**src/rtl/mult_share_sched_pkg.sv**
```systemverilog
// mult_sched_pkg: shared types and sizing helpers for the multiplier-sharing scheduler
package mult_sched_pkg;
    typedef enum logic [1:0] {IDLE, CALC, RESP} state_t;
    function automatic int id_w(input int n);
        return n > 1 ? $clog2(n) : 1;
    endfunction
endpackage

```
**src/rtl/mult_share_sched_if.sv**
```systemverilog
// mult_share_sched_if: requester and response handshake bundle of the scheduler
interface mult_share_sched_if
    import mult_sched_pkg::*;
#(
    parameter int NUM_REQ = 4,
    parameter int WIDTH = 4
);
    logic [NUM_REQ-1:0] req_valid;
    logic [NUM_REQ-1:0] req_ready;
    logic [NUM_REQ*WIDTH-1:0] req_a;
    logic [NUM_REQ*WIDTH-1:0] req_b;
    logic resp_valid;
    logic resp_ready;
    logic [2*WIDTH-1:0] resp_data;
    logic [id_w(NUM_REQ)-1:0] resp_id;
    modport master(
        output req_valid, req_a, req_b, resp_ready,
        input req_ready, resp_valid, resp_data, resp_id
    );
    modport slave(
        input req_valid, req_a, req_b, resp_ready,
        output req_ready, resp_valid, resp_data, resp_id
    );
endinterface

```
**src/rtl/mult_share_sched_rr_arbiter.sv**
```systemverilog
// rr_arbiter: combinational round-robin arbiter, lowest index at or after ptr wins
module rr_arbiter
    import mult_sched_pkg::*;
#(
    parameter int N = 4
) (
    input  logic [N-1:0]        req,
    input  logic [id_w(N)-1:0]  ptr,
    output logic [N-1:0]        gnt,
    output logic [id_w(N)-1:0]  gnt_idx
);
    localparam int IW = id_w(N);
    // upper copy stays unmasked so the search wraps past N-1 back to 0
    logic [2*N-1:0] masked;
    logic found;
    assign masked = {req, req} & ({2*N{1'b1}} << ptr);
    always_comb begin
        gnt_idx = '0;
        found = 1'b0;
        for (int i = 0; i < 2*N; i++) begin
            if (masked[i] && !found) begin
                found = 1'b1;
                gnt_idx = IW'(i % N);
            end
        end
        gnt = found ? N'(1) << gnt_idx : '0;
    end
endmodule

```
**src/rtl/mult_share_sched.sv**
```systemverilog
// mult_share_sched: round-robin sharing of one combinational multiplier among NUM_REQ requesters
module mult_share_sched
    import mult_sched_pkg::*;
#(
    parameter int NUM_REQ = 4,
    parameter int WIDTH = 4
) (
    input  logic                 clk,
    input  logic                 rst,
    mult_share_sched_if.slave    bus,
    output logic [WIDTH-1:0]     mul_a,
    output logic [WIDTH-1:0]     mul_b,
    input  logic [2*WIDTH-1:0]   mul_p
);
    localparam int IW = id_w(NUM_REQ);
    state_t state;
    logic [IW-1:0] ptr, id_q, gnt_idx;
    logic [NUM_REQ-1:0] gnt;
    logic accept;
    rr_arbiter #(.N(NUM_REQ)) u_arb (.req(bus.req_valid), .ptr(ptr), .gnt(gnt), .gnt_idx(gnt_idx));
    // ready is withheld during reset so nothing is accepted on a reset edge
    assign bus.req_ready = (state == IDLE && !rst) ? gnt : '0;
    assign accept = |(bus.req_valid & bus.req_ready);
    always_ff @(posedge clk) begin
        if (rst) begin
            state <= IDLE;
            ptr <= '0;
            id_q <= '0;
            mul_a <= '0;
            mul_b <= '0;
            bus.resp_valid <= 1'b0;
            bus.resp_data <= '0;
            bus.resp_id <= '0;
        end else begin
            case (state)
                IDLE: if (accept) begin
                    mul_a <= bus.req_a[gnt_idx*WIDTH +: WIDTH];
                    mul_b <= bus.req_b[gnt_idx*WIDTH +: WIDTH];
                    id_q <= gnt_idx;
                    ptr <= gnt_idx == IW'(NUM_REQ-1) ? '0 : gnt_idx + 1'b1;
                    state <= CALC;
                end
                CALC: begin
                    bus.resp_data <= mul_p;
                    bus.resp_id <= id_q;
                    bus.resp_valid <= 1'b1;
                    state <= RESP;
                end
                RESP: if (bus.resp_ready) begin
                    bus.resp_valid <= 1'b0;
                    state <= IDLE;
                end
                default: state <= IDLE;
            endcase
        end
    end
endmodule
```
**src/flat_wrapper.sv**
```systemverilog
// flat-port wrapper written by rule: the top's interface ports become plain ports
module mult_share_sched_flat import mult_sched_pkg::*;
#(
    parameter int NUM_REQ = 4,
    parameter int WIDTH = 4
)
  (clk, rst, mul_a, mul_b, mul_p, bus_req_valid, bus_req_a, bus_req_b, bus_resp_ready, bus_req_ready, bus_resp_valid, bus_resp_data, bus_resp_id);
  mult_share_sched_if #(.NUM_REQ(NUM_REQ), .WIDTH(WIDTH)) bus_i ();
  input  logic clk;
  input  logic rst;
  output logic [WIDTH-1:0] mul_a;
  output logic [WIDTH-1:0] mul_b;
  input  logic [2*WIDTH-1:0] mul_p;
  input wire logic [$bits(bus_i.req_valid)-1:0] bus_req_valid;
  input wire logic [$bits(bus_i.req_a)-1:0] bus_req_a;
  input wire logic [$bits(bus_i.req_b)-1:0] bus_req_b;
  input wire logic [$bits(bus_i.resp_ready)-1:0] bus_resp_ready;
  output wire logic [$bits(bus_i.req_ready)-1:0] bus_req_ready;
  output wire logic [$bits(bus_i.resp_valid)-1:0] bus_resp_valid;
  output wire logic [$bits(bus_i.resp_data)-1:0] bus_resp_data;
  output wire logic [$bits(bus_i.resp_id)-1:0] bus_resp_id;
  assign bus_i.req_valid = bus_req_valid;
  assign bus_i.req_a = bus_req_a;
  assign bus_i.req_b = bus_req_b;
  assign bus_i.resp_ready = bus_resp_ready;
  assign bus_req_ready = bus_i.req_ready;
  assign bus_resp_valid = bus_i.resp_valid;
  assign bus_resp_data = bus_i.resp_data;
  assign bus_resp_id = bus_i.resp_id;
  mult_share_sched #(.NUM_REQ(NUM_REQ), .WIDTH(WIDTH)) u_core (.clk(clk), .rst(rst), .bus(bus_i), .mul_a(mul_a), .mul_b(mul_b), .mul_p(mul_p));
endmodule
```
**config.mk**
```make
export PLATFORM = sky130hd
export DESIGN_NAME = mult_share_sched_flat
export DESIGN_NICKNAME = d
export VERILOG_FILES = /design/src/rtl/mult_share_sched_pkg.sv /design/src/rtl/mult_share_sched_if.sv /design/src/rtl/mult_share_sched_rr_arbiter.sv /design/src/rtl/mult_share_sched.sv /design/src/flat_wrapper.sv
export SDC_FILE = /design/constraint.sdc
export NUM_CORES = 1
export LEC_CHECK = 0
export ABC_AREA = 1
export BUFFER_PORTS_ARGS = -buffer_cell sky130_fd_sc_hd__buf_2
export CAP_MARGIN = 10
export CORE_UTILIZATION = 35
export DETAILED_ROUTE_END_ITERATION = 6
export PLACE_DENSITY = 0.66
export REMOVE_ABC_BUFFERS = 1
export SYNTH_ARGS = -nofsm -noshare
export SYNTH_HDL_FRONTEND = slang
export SYNTH_SLANG_ARGS = --single-unit
```
**constraint.sdc**
```tcl
create_clock -name clk -period 2.74 [get_ports clk]
set_input_delay 0.137 -clock clk [delete_from_list [all_inputs] [get_ports clk]]
set_output_delay 0.137 -clock clk [all_outputs]
set_load 0.005 [all_outputs]
```
# After elaboration in Yosys (flattened, before gate mapping)
# Cells that the tools add are included.
[totals]
register_bits = 25
input_bits = 47
word_cells = 65
[classes]
add_sub_neg = 1
eq_ne = 5
n_shift = 4
mux = 23
n_bitwise = 2
reduce_logical = 22
[ops]
columns = ["cell", "count"]
rows = [
  ["$shiftx 16x5->4", 2],
  ["$mux 2", 9],
  ["$mux 1", 10],
  ["$and 8x8->8", 1],
  ["$logic_and 1x1->1", 8],
  ["$logic_not 1->1", 8],
  ["$mux 4", 2],
  ["$shl 8x2->8 const A", 1],
  ["$pmux 2 s3", 1],
  ["$reduce_and 2->1", 3],
  ["$and 4x4->4", 1],
  ["$eq 2x2->1 const B", 2],
  ["$reduce_or 4->1", 1],
  ["$shl 1x2->4 const A", 1],
  ["$add 2x1->2 const B", 1],
  ["$eq 2x1->1 const B", 1],
  ["$logic_not 2->1", 1],
  ["$ne 2x1->1 const B", 1],
  ["$ne 2x2->1 const B", 1],
  ["$pmux 1 s2", 1],
  ["$reduce_bool 2->1", 1],
]

# Longest topological paths before layout
[depth]
ltp_word = 31
depth_mapped = 16
ltp_nobuf = 15

# Cells and area by module
# From an unflattened synthesis, not the netlist that was laid out.
[unflattened]
cells_unflattened = 227
area_unflattened_um2 = 1412.6
[modules_own_cells]
columns = ["module", "n_inst", "cells_per_inst", "area_per_inst_um2", "seq_area_each_um2"]
rows = [
  ["mult_share_sched", 1, 201, 1285.0, 500.5],
  ["rr_arbiter", 1, 26, 127.6, 0.0],
]

# Least setup slack after synthesis
# Ideal clock, no wire load.
[synth_path]
kind = "flip-flop to flip-flop"
start = "register u_core.ptr[1]"
end = "register u_core.ptr[1]"
arrival_time_ps = 1896
slack_ps = 713
path_stages_with_launch = 17
period_less_slack_ps = 2027
path_cell_list = "dfxtp_1 > nand2_1 > nand2_2 > nand2_2 > nor2_4 > nand3_4 > nand2_4 > buf_12 > inv_1 > ha_1 > nand2_1 > o21ai_0 > inv_1 > nand3_4 > buf_6 > nand2_1 > a21oi_2"
[synth_via]
elab_chain_cells = 30
elab_cells_between_ends = 40
cone_classes = "add/sub (1); eq/ne (1); shift (2); mux (18); bitwise (2); reduce/logical (16)"
[synth_lines]
columns = ["element", "line", "text"]
rows = [
  ["from (decl)", "mult_share_sched.sv:17", "logic [IW-1:0] ptr, id_q, gnt_idx;"],
  ["from (signal assigned)", "mult_share_sched.sv:40", "ptr <= gnt_idx == IW'(NUM_REQ-1) ? '0 : gnt_idx + 1'b1;"],
  ["$shl 8x2->8 *", "mult_share_sched_rr_arbiter.sv:16", "assign masked = {req, req} & ({2*N{1'b1}} << ptr);"],
  ["$and 8x8->8 *", "mult_share_sched_rr_arbiter.sv:16", ""],
  ["$mux 1", "mult_share_sched_rr_arbiter.sv:21", "if (masked[i] && !found) begin"],
  ["$logic_not 1->1", "mult_share_sched_rr_arbiter.sv:21", ""],
  ["$logic_and 1x1->1", "mult_share_sched_rr_arbiter.sv:21", ""],
  ["$mux 1", "mult_share_sched_rr_arbiter.sv:21", ""],
  ["$logic_not 1->1", "mult_share_sched_rr_arbiter.sv:21", ""],
  ["$logic_and 1x1->1", "mult_share_sched_rr_arbiter.sv:21", ""],
  ["[... 15 more ...]", "n/a", ""],
  ["$mux 2 *", "mult_share_sched_rr_arbiter.sv:21", ""],
  ["via u_core.gnt_idx[0]", "mult_share_sched.sv:17", ""],
  ["$shl 1x2->4", "mult_share_sched_rr_arbiter.sv:26", "gnt = found ? N'(1) << gnt_idx : '0;"],
  ["$mux 4", "mult_share_sched_rr_arbiter.sv:26", ""],
  ["$mux 4", "mult_share_sched.sv:22", "assign bus.req_ready = (state == IDLE && !rst) ? gnt : '0;"],
  ["$and 4x4->4", "mult_share_sched.sv:23", "assign accept = |(bus.req_valid & bus.req_ready);"],
  ["$reduce_or 4->1", "mult_share_sched.sv:23", ""],
  ["$reduce_and 2->1 (no line)", "n/a", ""],
]
# Mark *: on every way through the listed nets, which the timed path passes. The rest lies on a longest branch.
# A chain may end at the register's enable or synchronous reset.

# Final worst setup path
[layout_path]
start = "register u_core.ptr[1]"
end = "register u_core.ptr[0]"
[layout_via]
elab_chain_cells = 30
elab_cells_between_ends = 40
cone_classes = "add/sub (1); eq/ne (1); shift (2); mux (18); bitwise (2); reduce/logical (16)"
[layout_lines]
columns = ["element", "line"]
rows = [
  ["$shl 8x2->8 *", "mult_share_sched_rr_arbiter.sv:16"],
  ["$and 8x8->8 *", "mult_share_sched_rr_arbiter.sv:16"],
  ["$mux 1", "mult_share_sched_rr_arbiter.sv:21"],
  ["$logic_not 1->1", "mult_share_sched_rr_arbiter.sv:21"],
  ["$logic_and 1x1->1", "mult_share_sched_rr_arbiter.sv:21"],
  ["$mux 1", "mult_share_sched_rr_arbiter.sv:21"],
  ["$logic_not 1->1", "mult_share_sched_rr_arbiter.sv:21"],
  ["$logic_and 1x1->1", "mult_share_sched_rr_arbiter.sv:21"],
  ["[... 14 more ...]", "n/a"],
  ["$logic_and 1x1->1", "mult_share_sched_rr_arbiter.sv:21"],
  ["$mux 2", "mult_share_sched_rr_arbiter.sv:21"],
  ["$shl 1x2->4", "mult_share_sched_rr_arbiter.sv:26"],
  ["$mux 4", "mult_share_sched_rr_arbiter.sv:26"],
  ["$mux 4", "mult_share_sched.sv:22"],
  ["$and 4x4->4", "mult_share_sched.sv:23"],
  ["$reduce_or 4->1", "mult_share_sched.sv:23"],
  ["$reduce_and 2->1 (no line)", "n/a"],
]
# Mark *: on every way between the ends. The rest lies on a longest branch, timed or not.

==> flow_summary_export.csv <==
group,metric,value,unit
synthesis,syn_inst,222,
route,ant_nets,0,
timing,rsz0062_at_grt,"false",
clock_tree,cts_sinks,25,
timing,worst_pin_slew,0.350,ns
clock_tree,post-cts-setup-buffer-count,0,
final_layout,drive_gt1_share,40.5,%
route,firstDrtPassIters,4,
clock_tree,root_buffer,"clkbuf_8",
timing,min_period_over_period,85.3,%
timing,hold_viol,0,
route,viasPerCell,4.65,
setup_path,cp-start-kind,"register",
power,leakage,1.03,nW
floorplan,die_area,4730,µm²
floorplan,die_h,68.7,µm
setup_path,critPathCaptureType,"register",
setup_path,critPathKind,"reg -> reg",
synthesis,ys_warn_count,0,
synthesis,async_reset_ff_share,0,%
clock_tree,cts_made_buffers,3,
timing,setup_viol,0,
run,maxCapViolCount,0,
route,wire_per_inst,10.4,µm
final_layout,diodes,0,
floorplan,die_width,68.7,µm
route,first_iter_violations,52,
synthesis,synth_flop_cell,"dfxtp_1",
floorplan,coreArea,4140,µm²
timing,relSlewSlack,76.6,%
synthesis,ys_ff_latch,25,
final_layout,syn2layout_area_growth,26.2,%
outcome,status,"complete, no violations",
clock_tree,clockBufferDepth,2,
place,pre_cts_ws,0.405,ns
power,p_per_area,625,nW/µm²
timing,layout_setup_ws,0.404,ns
setup_path,cp_max_fo,22,
worst_hold_path,hp-class,"in -> reg",
timing,min_period,2.34,ns
synthesis,netlist_area,1560,µm²
final_layout,nets,341,
setup_path,cp_data_required_time,2.96,ns
grt,grt_pass1_wl,5560,µm
clock_tree,ctsResizeCount,0,
clock_tree,htreeDepth,1,
grt,gr-usage-all-layers,15.6,%
place,portBuffers,69,
clock_tree,clk_latency,0.27,ns
grt,grt_pass1_vias,1322,
route,wl,3520,µm
final_layout,final_cells,339,
timing,clock_skew,0.00894,ns
floorplan,rows,23,
synthesis,synth_edf_count,0,
timing,setup-tns-final,0,ns
synthesis,syn_avg_cell_area,7.02,µm²
timing,whs,0.0855,ns
timing,max_freq,428,MHz
clock_tree,ctsHoldBuffers,0,
clock_tree,clk_pin_slew,0.09,ns
grt,grt_max_degree,23,
route,drc,0,
clock_tree,cts_tree,"built",
route,num_vias,1577,
setup_path,arrival,2.55,ns
synthesis,ys_types,24,
place,dpl.cell_count,335,
grt,grt_antenna_before_repair,0,
synthesis,ys_seq_area_share,32.1,%
place,routabilityCongestion,0.848,
floorplan,start_util,37.6,%
power,vdd_drop_max,0.222,mV
grt,grt_overflow,0,
power,power,1.23,mW
timing,maxSlewViolCount,0,
place,place_hpwl,2670,µm
floorplan,num_io_pins,70,
==> final cells by class <==
cell class | count | area (µm²)
Clock buffer | 3 | 41.3
Clock inverter | 1 | 5.00
Fill cell | 429 | 2180
Inverter | 25 | 93.8
Multi-Input combinational cell | 163 | 897
Sequential cell | 25 | 500
Tap cell | 50 | 62.6
Timing Repair Buffer | 72 | 368
==> cell usage after synthesis, types with 3 or more instances <==
master | n | area share, %
nor2_1 | 36 | 8.7
clkbuf_1 | 4 | 0.96
nor2_2 | 10 | 4.0
nand3_2 | 3 | 1.9
o21ai_0 | 11 | 3.5
nand3_1 | 37 | 12
dfxtp_1 | 25 | 32
inv_1 | 23 | 5.5
a21oi_2 | 9 | 5.1
nand2_2 | 12 | 4.8
nand2_1 | 30 | 7.2
ha_1 | 4 | 3.2
==> worst paths after layout <==
path | slack [ns] | startpoint | endpoint | depth (start not counted)
max | 0.40 | u_core.ptr[1]$_SDFFE_PP0P_ | u_core.ptr[0]$_SDFFE_PP0P_ | 15
min reg2reg | 0.49 | u_core.id_q[1]$_SDFFE_PP0P_ | u_core.id_q[1]$_SDFFE_PP0P_ | 2
min | 0.09 | bus_resp_ready | u_core.bus.resp_valid$_SDFFE_PP0P_ | 2
max reg2reg | 0.40 | u_core.ptr[1]$_SDFFE_PP0P_ | u_core.ptr[0]$_SDFFE_PP0P_ | 15
==> stage by stage <==
step           utilization (%)  area, µm²
2_1_floorplan                -       1490
3_3_place_gp              46.4       1920
3_5_place_dp              46.4       1920
4_1_cts                   47.5       1970
5_1_grt                   47.5       1970
6_report                  47.5       1970
==> kinds of logic (layout without fill, tap and decap cells) <==
kind of cell | Yosys count | in the layout | share of synthesized area, %
AO/OA/AOI/OAI | 23 | 23 | 9.79
adder cells (fa/ha/maj) | 4 | 4 | 3.21
buffers and inverters | 34 | 101 | 10.4
flip-flops | 25 | 25 | 32.1
AND/OR/NAND/NOR | 136 | 136 | 44.5
==> registers in the layout, indices dropped and copies added, names as in the netlist <==
register and cells:
u_core.ptr 2, u_core.state 2, u_core.id_q 2, u_core.bus.resp_data 8, u_core.mul_b 4, u_core.bus.resp_id 2, u_core.bus.resp_valid 1, u_core.mul_a 4
==> power breakdown <==
group	switching [mW]	internal [mW]	total, mW	leakage, nW
Sequential	0.0465	0.451	0.498	0.206
Clock	0.114	0.102	0.215	0.0255
Combinational	0.299	0.217	0.516	0.799
Total	0.459	0.770	1.23	1.03
==> cells in the final DEF (no fill, tap or decap) <==
master,instances
a311oi_1,1
dfxtp_1,25
o21ai_0,11
buf_2,69
a21oi_2,9
nand2_4,1
buf_4,3
nand4_1,2
ha_1,4
a21oi_1,2
nand2_2,12
nand3_2,3
inv_1,23
nor2_4,1
nor2_1,36
clkbuf_8,3
inv_2,2
nor2_2,10
nand2_1,30
nand3b_1,1
nand3_4,2
nand3_1,37
nor3_4,1
clkinv_2,1
==> worst max-delay path, stage by stage (launching register included) <==
cell and delay [ns]:
dfxtp_1 0.37, nor2_1 0.06, nand2_1 0.10, nand2_2 0.08, nor2_4 0.14, nand3_4 0.20
nand2_4 0.16, inv_1 0.07, ha_1 0.21, nand2_1 0.07, o21ai_0 0.06, inv_1 0.13
nand3_4 0.30, nand2_1 0.18, nand2_1 0.06, nor2_1 0.08
==> metal layers <==
layer  up-vias  wire, µm  global-route usage, %
met5         -         0                      0
met4         0        34                   3.83
met3         4       253                   3.13
met2        62      1560                   27.8
met1       670      1680                   19.0
li1        841         -                      -
(Power assumes the default switching activity.)
